==> config.mk <==
export PLATFORM = sky130hd
export DESIGN_NAME = axi_lite_regfile_flat
export DESIGN_NICKNAME = d
export VERILOG_FILES = /design/src/rtl/axi_lite_pkg.sv /design/src/rtl/axi_lite_regfile_if.sv /design/src/rtl/axi_lite_regfile_wr.sv /design/src/rtl/axi_lite_regfile.sv /design/src/flat_wrapper.sv
export SDC_FILE = /design/constraint.sdc
export NUM_CORES = 1
export LEC_CHECK = 0
export ABC_AREA = 1
export BUFFER_PORTS_ARGS = -buffer_cell sky130_fd_sc_hd__buf_2
export CAP_MARGIN = 5
export CELL_PAD_IN_SITES_DETAIL_PLACEMENT = 0
export CELL_PAD_IN_SITES_GLOBAL_PLACEMENT = 1
export CORE_UTILIZATION = 25
export DETAILED_ROUTE_END_ITERATION = 8
export PLACE_DENSITY = 0.53
export SYNTH_ARGS = -nofsm -noshare
export SYNTH_HDL_FRONTEND = slang
export SYNTH_HIERARCHICAL = 1
export SYNTH_SLANG_ARGS = --single-unit
==> constraint.sdc <==
create_clock -name clk -period 5.6 [get_ports clk]
set_input_delay 0 -clock clk [delete_from_list [all_inputs] [get_ports clk]]
set_output_delay 0 -clock clk [all_outputs]
set_load 0.05 [all_outputs]
==> src/rtl/axi_lite_pkg.sv <==
// Shared types for the AXI-Lite register file.
//   axi_resp_e  : AXI response codes carried on b_resp / r_resp
//   wr_state_e  : write engine states
//   rd_state_e  : read engine states
//   resp_for()  : maps a decode-error flag onto OKAY / SLVERR
package axi_lite_pkg;

   typedef enum logic [1:0] {
      OKAY   = 2'b00,
      EXOKAY = 2'b01,
      SLVERR = 2'b10,
      DECERR = 2'b11
   } axi_resp_e;

   typedef enum logic {
      WR_IDLE = 1'b0,
      WR_RESP = 1'b1
   } wr_state_e;

   typedef enum logic {
      RD_IDLE = 1'b0,
      RD_RESP = 1'b1
   } rd_state_e;

   function automatic axi_resp_e resp_for(input logic err);
      return err ? SLVERR : OKAY;
   endfunction

endpackage

==> src/rtl/axi_lite_regfile_if.sv <==
// AXI-Lite bus bundle (AW, W, B, AR, R channels).
//   master : initiator view (drives addresses, data, valids, b_ready/r_ready)
//   slave  : responder view (drives readies, responses, read data)
interface axi_lite_regfile_if #(
   parameter int ADDR_WIDTH = 32,
   parameter int DATA_WIDTH = 32
);
   logic [ADDR_WIDTH-1:0]   aw_addr;
   logic                    aw_valid;
   logic                    aw_ready;
   logic [DATA_WIDTH-1:0]   w_data;
   logic [DATA_WIDTH/8-1:0] w_strb;
   logic                    w_valid;
   logic                    w_ready;
   logic [1:0]              b_resp;
   logic                    b_valid;
   logic                    b_ready;
   logic [ADDR_WIDTH-1:0]   ar_addr;
   logic                    ar_valid;
   logic                    ar_ready;
   logic [DATA_WIDTH-1:0]   r_data;
   logic [1:0]              r_resp;
   logic                    r_valid;
   logic                    r_ready;

   modport master (
      output aw_addr, aw_valid, w_data, w_strb, w_valid, b_ready,
             ar_addr, ar_valid, r_ready,
      input  aw_ready, w_ready, b_resp, b_valid, ar_ready, r_data, r_resp, r_valid
   );

   modport slave (
      input  aw_addr, aw_valid, w_data, w_strb, w_valid, b_ready,
             ar_addr, ar_valid, r_ready,
      output aw_ready, w_ready, b_resp, b_valid, ar_ready, r_data, r_resp, r_valid
   );
endinterface

==> src/rtl/axi_lite_regfile_wr.sv <==
// Write engine of the AXI-Lite register file.
// Captures AW and W independently, then issues a one-cycle commit strobe
// (register index, data, strobes) and holds the B response until accepted.
// Ports:
//   clk, rst                      clock, synchronous active-high reset
//   aw_* / w_* / b_*              AXI-Lite write channels
//   commit                        one-cycle write strobe to storage
//   commit_idx/data/strb          register index (address >> byte shift), data, lanes
//   commit_err                    decode error for commit_idx, latched into b_resp
module axi_lite_regfile_wr
   import axi_lite_pkg::*;
#(
   parameter int ADDR_WIDTH = 32,
   parameter int DATA_WIDTH = 32
) (
   input  logic                    clk,
   input  logic                    rst,
   input  logic [ADDR_WIDTH-1:0]   aw_addr,
   input  logic                    aw_valid,
   output logic                    aw_ready,
   input  logic [DATA_WIDTH-1:0]   w_data,
   input  logic [DATA_WIDTH/8-1:0] w_strb,
   input  logic                    w_valid,
   output logic                    w_ready,
   output logic [1:0]              b_resp,
   output logic                    b_valid,
   input  logic                    b_ready,
   output logic                    commit,
   output logic [ADDR_WIDTH-1:0]   commit_idx,
   output logic [DATA_WIDTH-1:0]   commit_data,
   output logic [DATA_WIDTH/8-1:0] commit_strb,
   input  logic                    commit_err
);
   // state   | meaning
   // WR_IDLE | collecting AW and W; commit once both are held
   // WR_RESP | B response valid, waiting for b_ready

   localparam int SHIFT = $clog2(DATA_WIDTH/8);

   wr_state_e               state_q, state_d;
   logic                    aw_held_q, w_held_q;
   logic [ADDR_WIDTH-1:0]   addr_q;
   logic [DATA_WIDTH-1:0]   data_q;
   logic [DATA_WIDTH/8-1:0] strb_q;
   axi_resp_e               resp_q;

   // Readies/valids are gated by rst so they read 0 during reset and are
   // back to 1 in the first cycle after rst falls.
   always_comb begin
      state_d  = state_q;
      aw_ready = 1'b0;
      w_ready  = 1'b0;
      b_valid  = 1'b0;
      commit   = 1'b0;
      case (state_q)
         WR_IDLE: begin
            aw_ready = !aw_held_q && !rst;
            w_ready  = !w_held_q && !rst;
            if (aw_held_q && w_held_q) begin
               commit  = !rst;
               state_d = WR_RESP;
            end
         end
         WR_RESP: begin
            b_valid = !rst;
            if (b_ready) state_d = WR_IDLE;
         end
         default: state_d = WR_IDLE;
      endcase
   end

   always_ff @(posedge clk) begin
      if (rst) begin
         state_q   <= WR_IDLE;
         aw_held_q <= 1'b0;
         w_held_q  <= 1'b0;
         addr_q    <= '0;
         data_q    <= '0;
         strb_q    <= '0;
         resp_q    <= OKAY;
      end else begin
         state_q <= state_d;
         if (aw_valid && aw_ready) begin
            aw_held_q <= 1'b1;
            addr_q    <= aw_addr;
         end
         if (w_valid && w_ready) begin
            w_held_q <= 1'b1;
            data_q   <= w_data;
            strb_q   <= w_strb;
         end
         if (commit) begin
            aw_held_q <= 1'b0;
            w_held_q  <= 1'b0;
            resp_q    <= resp_for(commit_err);
         end
      end
   end

   assign b_resp      = resp_q;
   assign commit_idx  = addr_q >> SHIFT;
   assign commit_data = data_q;
   assign commit_strb = strb_q;

endmodule

==> src/rtl/axi_lite_regfile.sv <==
// AXI-Lite register file: NUM_REGS read/write registers, register i at byte
// offset i*(DATA_WIDTH/8), contents exported flat on regs_q.
// Ports:
//   clk, rst   clock, synchronous active-high reset
//   bus        axi_lite_regfile_if.slave (AW, W, B, AR, R channels)
//   regs_q     register i at [i*DATA_WIDTH +: DATA_WIDTH]
// Build option:
//   AXIL_REGFILE_SLVERR_EN  out-of-range accesses answer SLVERR; otherwise
//                           they answer OKAY (writes dropped, reads return 0).
module axi_lite_regfile
   import axi_lite_pkg::*;
#(
   parameter int ADDR_WIDTH = 32,
   parameter int DATA_WIDTH = 32,
   parameter int NUM_REGS   = 16
) (
   input  logic                         clk,
   input  logic                         rst,
   axi_lite_regfile_if.slave            bus,
   output logic [NUM_REGS*DATA_WIDTH-1:0] regs_q
);
   // state   | meaning
   // RD_IDLE | accepting AR
   // RD_RESP | R data valid, waiting for r_ready

   localparam int SHIFT = $clog2(DATA_WIDTH/8);
   localparam int IDX_W = $clog2(NUM_REGS);
   localparam int STRB_W = DATA_WIDTH/8;
   localparam logic [ADDR_WIDTH-1:0] NUM_REGS_A = ADDR_WIDTH'(NUM_REGS);

   logic [DATA_WIDTH-1:0] regs [NUM_REGS];

   logic                  wr_commit;
   logic [ADDR_WIDTH-1:0] wr_idx;
   logic [DATA_WIDTH-1:0] wr_data;
   logic [STRB_W-1:0]     wr_strb;
   logic                  wr_in_range, wr_err;

   logic [ADDR_WIDTH-1:0] rd_idx;
   logic                  rd_in_range, rd_err;
   rd_state_e             rd_q, rd_d;
   logic [DATA_WIDTH-1:0] r_data_q;
   axi_resp_e             r_resp_q;

   assign wr_in_range = wr_idx < NUM_REGS_A;
   assign rd_idx      = bus.ar_addr >> SHIFT;
   assign rd_in_range = rd_idx < NUM_REGS_A;

`ifdef AXIL_REGFILE_SLVERR_EN
   assign wr_err = !wr_in_range;
   assign rd_err = !rd_in_range;
`else
   assign wr_err = 1'b0;
   assign rd_err = 1'b0;
`endif

   axi_lite_regfile_wr #(
      .ADDR_WIDTH (ADDR_WIDTH),
      .DATA_WIDTH (DATA_WIDTH)
   ) u_wr (
      .clk         (clk),
      .rst         (rst),
      .aw_addr     (bus.aw_addr),
      .aw_valid    (bus.aw_valid),
      .aw_ready    (bus.aw_ready),
      .w_data      (bus.w_data),
      .w_strb      (bus.w_strb),
      .w_valid     (bus.w_valid),
      .w_ready     (bus.w_ready),
      .b_resp      (bus.b_resp),
      .b_valid     (bus.b_valid),
      .b_ready     (bus.b_ready),
      .commit      (wr_commit),
      .commit_idx  (wr_idx),
      .commit_data (wr_data),
      .commit_strb (wr_strb),
      .commit_err  (wr_err)
   );

   // Storage. A read captured on the commit edge sees the pre-write value
   // because both use non-blocking updates of the same array.
   always_ff @(posedge clk) begin
      if (rst) begin
         for (int i = 0; i < NUM_REGS; i++) regs[i] <= '0;
      end else if (wr_commit && wr_in_range) begin
         for (int i = 0; i < NUM_REGS; i++) begin
            if (wr_idx == ADDR_WIDTH'(i)) begin
               for (int k = 0; k < STRB_W; k++) begin
                  if (wr_strb[k]) regs[i][k*8 +: 8] <= wr_data[k*8 +: 8];
               end
            end
         end
      end
   end

   for (genvar g = 0; g < NUM_REGS; g++) begin : g_flat
      assign regs_q[g*DATA_WIDTH +: DATA_WIDTH] = regs[g];
   end

   always_comb begin
      rd_d         = rd_q;
      bus.ar_ready = 1'b0;
      bus.r_valid  = 1'b0;
      case (rd_q)
         RD_IDLE: begin
            bus.ar_ready = !rst;
            if (bus.ar_valid) rd_d = RD_RESP;
         end
         RD_RESP: begin
            bus.r_valid = !rst;
            if (bus.r_ready) rd_d = RD_IDLE;
         end
         default: rd_d = RD_IDLE;
      endcase
   end

   always_ff @(posedge clk) begin
      if (rst) begin
         rd_q     <= RD_IDLE;
         r_data_q <= '0;
         r_resp_q <= OKAY;
      end else begin
         rd_q <= rd_d;
         if (bus.ar_valid && bus.ar_ready) begin
            r_data_q <= rd_in_range ? regs[rd_idx[IDX_W-1:0]] : '0;
            r_resp_q <= resp_for(rd_err);
         end
      end
   end

   assign bus.r_data = r_data_q;
   assign bus.r_resp = r_resp_q;

endmodule
==> src/flat_wrapper.sv <==
// flat-port wrapper written by rule: the top's interface ports become plain ports
module axi_lite_regfile_flat import axi_lite_pkg::*;
#(
   parameter int ADDR_WIDTH = 32,
   parameter int DATA_WIDTH = 32,
   parameter int NUM_REGS   = 16
)
  (clk, rst, regs_q, bus_aw_addr, bus_aw_valid, bus_w_data, bus_w_strb, bus_w_valid, bus_b_ready, bus_ar_addr, bus_ar_valid, bus_r_ready, bus_aw_ready, bus_w_ready, bus_b_resp, bus_b_valid, bus_ar_ready, bus_r_data, bus_r_resp, bus_r_valid);
  axi_lite_regfile_if #(.ADDR_WIDTH(ADDR_WIDTH), .DATA_WIDTH(DATA_WIDTH)) bus_i ();
  input  logic clk;
  input  logic rst;
  output logic [NUM_REGS*DATA_WIDTH-1:0] regs_q;
  input wire logic [$bits(bus_i.aw_addr)-1:0] bus_aw_addr;
  input wire logic [$bits(bus_i.aw_valid)-1:0] bus_aw_valid;
  input wire logic [$bits(bus_i.w_data)-1:0] bus_w_data;
  input wire logic [$bits(bus_i.w_strb)-1:0] bus_w_strb;
  input wire logic [$bits(bus_i.w_valid)-1:0] bus_w_valid;
  input wire logic [$bits(bus_i.b_ready)-1:0] bus_b_ready;
  input wire logic [$bits(bus_i.ar_addr)-1:0] bus_ar_addr;
  input wire logic [$bits(bus_i.ar_valid)-1:0] bus_ar_valid;
  input wire logic [$bits(bus_i.r_ready)-1:0] bus_r_ready;
  output wire logic [$bits(bus_i.aw_ready)-1:0] bus_aw_ready;
  output wire logic [$bits(bus_i.w_ready)-1:0] bus_w_ready;
  output wire logic [$bits(bus_i.b_resp)-1:0] bus_b_resp;
  output wire logic [$bits(bus_i.b_valid)-1:0] bus_b_valid;
  output wire logic [$bits(bus_i.ar_ready)-1:0] bus_ar_ready;
  output wire logic [$bits(bus_i.r_data)-1:0] bus_r_data;
  output wire logic [$bits(bus_i.r_resp)-1:0] bus_r_resp;
  output wire logic [$bits(bus_i.r_valid)-1:0] bus_r_valid;
  assign bus_i.aw_addr = bus_aw_addr;
  assign bus_i.aw_valid = bus_aw_valid;
  assign bus_i.w_data = bus_w_data;
  assign bus_i.w_strb = bus_w_strb;
  assign bus_i.w_valid = bus_w_valid;
  assign bus_i.b_ready = bus_b_ready;
  assign bus_i.ar_addr = bus_ar_addr;
  assign bus_i.ar_valid = bus_ar_valid;
  assign bus_i.r_ready = bus_r_ready;
  assign bus_aw_ready = bus_i.aw_ready;
  assign bus_w_ready = bus_i.w_ready;
  assign bus_b_resp = bus_i.b_resp;
  assign bus_b_valid = bus_i.b_valid;
  assign bus_ar_ready = bus_i.ar_ready;
  assign bus_r_data = bus_i.r_data;
  assign bus_r_resp = bus_i.r_resp;
  assign bus_r_valid = bus_i.r_valid;
  axi_lite_regfile #(.ADDR_WIDTH(ADDR_WIDTH), .DATA_WIDTH(DATA_WIDTH), .NUM_REGS(NUM_REGS)) u_core (.clk(clk), .rst(rst), .bus(bus_i), .regs_q(regs_q));
endmodule
==> results.sh <==
export IMPL_status="finished clean"
export IMPL_clockBufferDepth=3
export IMPL_cts_sinks=615
export IMPL_die_area_um2=113000
export IMPL_synthMuxAreaShare_pct=0
export IMPL_drt_total_wl_um=132000
export IMPL_drc=0
export IMPL_drt_vias_per_instance=4.67
export IMPL_synth_top_area_share_pct=54.9
export IMPL_ys_ff_latch=615
export IMPL_grt_overflow=0
export IMPL_clk_latency_ps=640
export IMPL_cts_buffers=76
export IMPL_synthAdderAreaFrac_pct=0
export IMPL_rows=122
export IMPL_fillers=11812
export IMPL_slowest_stage="o21ai_0"
export IMPL_synthesis_area_um2=28000
export IMPL_cp_top_family="simple AND/OR/NAND/NOR gates"
export IMPL_dp_hpwl_um=96600
export IMPL_synth_commonest_cells="nand2_1, edfxtp_1, nand3_1"
export IMPL_floorplan_initialDensity_pct=25.3
export IMPL_grt_max_degree=139
export IMPL_ys_types=32
export IMPL_path_buf_inv=1
export IMPL_tns_ps=0
export IMPL_drtIter0Drc=1926
export IMPL_dpl_instance_area_um2=32500
export IMPL_drt_pass1_iter_count=5
export IMPL_power_density_nw_per_um2=333
export IMPL_grt_pass1_vias=23470
export IMPL_synth_area_per_cell_um2=9.25
export IMPL_worst_setup_path_end_kind="register"
export IMPL_synth_edff_count=512
export IMPL_area_delta_synth_final_pct=28.8
export IMPL_cp_cell_sequence="nor2_1, nand2_1, nor2_1, nand2_1, nor2_8, nand3_2, buf_4, o21ai_0"
export IMPL_synth_seq_area_share_pct=62.3
export IMPL_p_leak_uw=0.0153
export IMPL_final_nets=3780
export IMPL_max_stage_delay_ps=940
export IMPL_h_tree_depth=3
export IMPL_finalCritPeriodShare_pct=65.4
export IMPL_grtUsageTotal_pct=22.7
export IMPL_synth_compound_area_share_pct=1.05
export IMPL_synth_simple_gate_area_share_pct=29.4
export IMPL_p_total_uw=12000
export IMPL_post_cts_buffers=0
export IMPL_crit_path_start_kind="register"
export IMPL_numPortBuffers=652
export IMPL_antenna_left=0
export IMPL_synth_warnings=6
export IMPL_hp_class="input pin to register"
export IMPL_ios=660
export IMPL_cts_tree="yes"
export IMPL_wire_per_inst_um=25.3
export IMPL_vias=24404
export IMPL_yosysMostFrequentCell="nand2_1"
export IMPL_cp_required_ps=5860
export IMPL_grt_pass1_wl_um=182000
export IMPL_synth_area_leader_cell="edfxtp_1"
export IMPL_die_h_um=337
export IMPL_worst_pin_slew_ps=1200
export IMPL_coreArea_um2=111000
export IMPL_clock_skew_ps=22.3
export IMPL_cts_root_buffer_cell="clkbuf_16"
export IMPL_drive_gt1_share_pct=23.1
export IMPL_gp_congestion=0.852
export IMPL_clkTransAtPathRegs_ps=60
export IMPL_holdWs_ps=35.7
export IMPL_rsz0062_at_grt="no"
export IMPL_max_freq_mhz=273
export IMPL_setup_viol=0
export IMPL_synthXorXnorAreaFrac_pct=0
export IMPL_cap_violations=0
export IMPL_hold_viol=0
export IMPL_postLayoutCoreUtil_pct=32.5
export IMPL_synthCells=3028
export IMPL_worstPathMaxFanout=37
export IMPL_slew_headroom_pct=19.7
export IMPL_die_w_um=337
export IMPL_yosys_top_cells_area="edfxtp_1, nand2_1, nand3_1"
export IMPL_async_flop_share_pct=0
export IMPL_synth_top_family_by_area="simple AND/OR/NAND/NOR gates"
export IMPL_finalCriticalPeriod_ps=3660
export IMPL_worstPathArrival_ps=3930
export IMPL_synth_main_ff_cell="edfxtp_1"
export IMPL_drv_slew=0
export IMPL_critical_path_class="register to register"
export IMPL_design_area_um2=36100
export IMPL_antenna_found_initial=5
export IMPL_ir_drop_mv=0.242
[layer usage]
layer / GRT usage [%] / share of wire, % / vias up
met4: 5.69 / 2.4 / 0
met1: 31.0 / 45 / 11908
met5: 0 / 0 / -
li1: - / - / 11413
met2: 36.1 / 45 / 936
met3: 5.12 / 7.5 / 147
[state kept, by name, indices dropped and copies added (netlist names)]
register / cells
u_core/bus.r_data: 32
u_core/rd_q: 1
u_core/regs: 512
u_core/u_wr/addr_q: 30
u_core/u_wr/aw_held_q: 1
u_core/u_wr/b_resp: 1
u_core/u_wr/commit_data: 32
u_core/u_wr/commit_strb: 4
u_core/u_wr/state_q: 1
u_core/u_wr/w_held_q: 1
[cell families after synthesis]
group           count (synthesis)
compound gates                 58
flops                         615
buf+inv                       514
other cells                     2
simple gates                 1839
[area by class of cell]
type	count	area, um^2	area share (%)
Clock buffer	105	2090	5.80
Clock inverter	35	398	1.10
Tap cell	1488	1860	5.16
Sequential cell	615	17400	48.4
Timing Repair Buffer	804	4680	13.0
Multi-Input combinational cell	1903	8560	23.7
Inverter	273	1040	2.87
Antenna cell	2	5.00	0.0139
[power by group]
group / internal [uW] / switching (uW) / leakage (uW)
combinational: 362 / 1350 / 0.00798
sequential: 5170 / 166 / 0.00611
clock: 2920 / 2040 / 0.00122
total: 8450 / 3560 / 0.0153
[timing repair]
item                      CTS  global route
hold buffers              103             0
resized for setup           0             0
hold endpoints to repair   71             0
[cell usage in the layout (no fill, tap or decap), types with 2 or more instances in the layout]
master / count
nor3_2: 8
edfxtp_1: 512
clkinv_2: 14
nand3_1: 483
diode_2: 2
clkinvlp_4: 2
nand4_1: 68
nand4_2: 2
inv_8: 2
nand2_1: 806
buf_2: 649
nor2_1: 245
clkinv_1: 8
clkbuf_16: 78
inv_1: 266
inv_2: 4
conb_1: 6
buf_4: 51
nor2_4: 5
nand3_2: 8
inv_16: 4
clkbuf_8: 5
o31ai_1: 2
o21ai_0: 21
nand2_4: 3
bufinv_16: 6
clkbuf_1: 23
dlygate4sd3_1: 103
nor2_2: 2
nand2_2: 12
a21oi_1: 34
dfxtp_1: 103
nor3_1: 188
nand4_4: 5
[metrics by stage]
stage	cells	setup WS, ps
floorplan	3032	3280
global placement	4980	1960
detailed placement	4980	1930
CTS	5223	1900
global route	5223	1610
finish	5225	1940
[path summary, 6_finish.rpt]
check	start	endpoint	cells after the start	slack (ps)
max	u_core/u_wr/addr_q[23]	u_core/regs[3][4]	8	1940
min	bus_aw_valid	u_core/u_wr/addr_q[8]	4	40
max reg2reg	u_core/u_wr/addr_q[23]	u_core/regs[3][4]	8	1940
min reg2reg	u_core/bus.r_data[15]	u_core/bus.r_data[15]	2	470
[worst reg2reg max path, stage by stage (launching register included)]
cell	delay [ps]
dfxtp_1	310
nor2_1	120
nand2_1	60
nor2_1	110
nand2_1	150
nor2_8	360
nand3_2	700
buf_4	530
o21ai_0	950
Note: power is estimated with default switching activity, not from simulation.
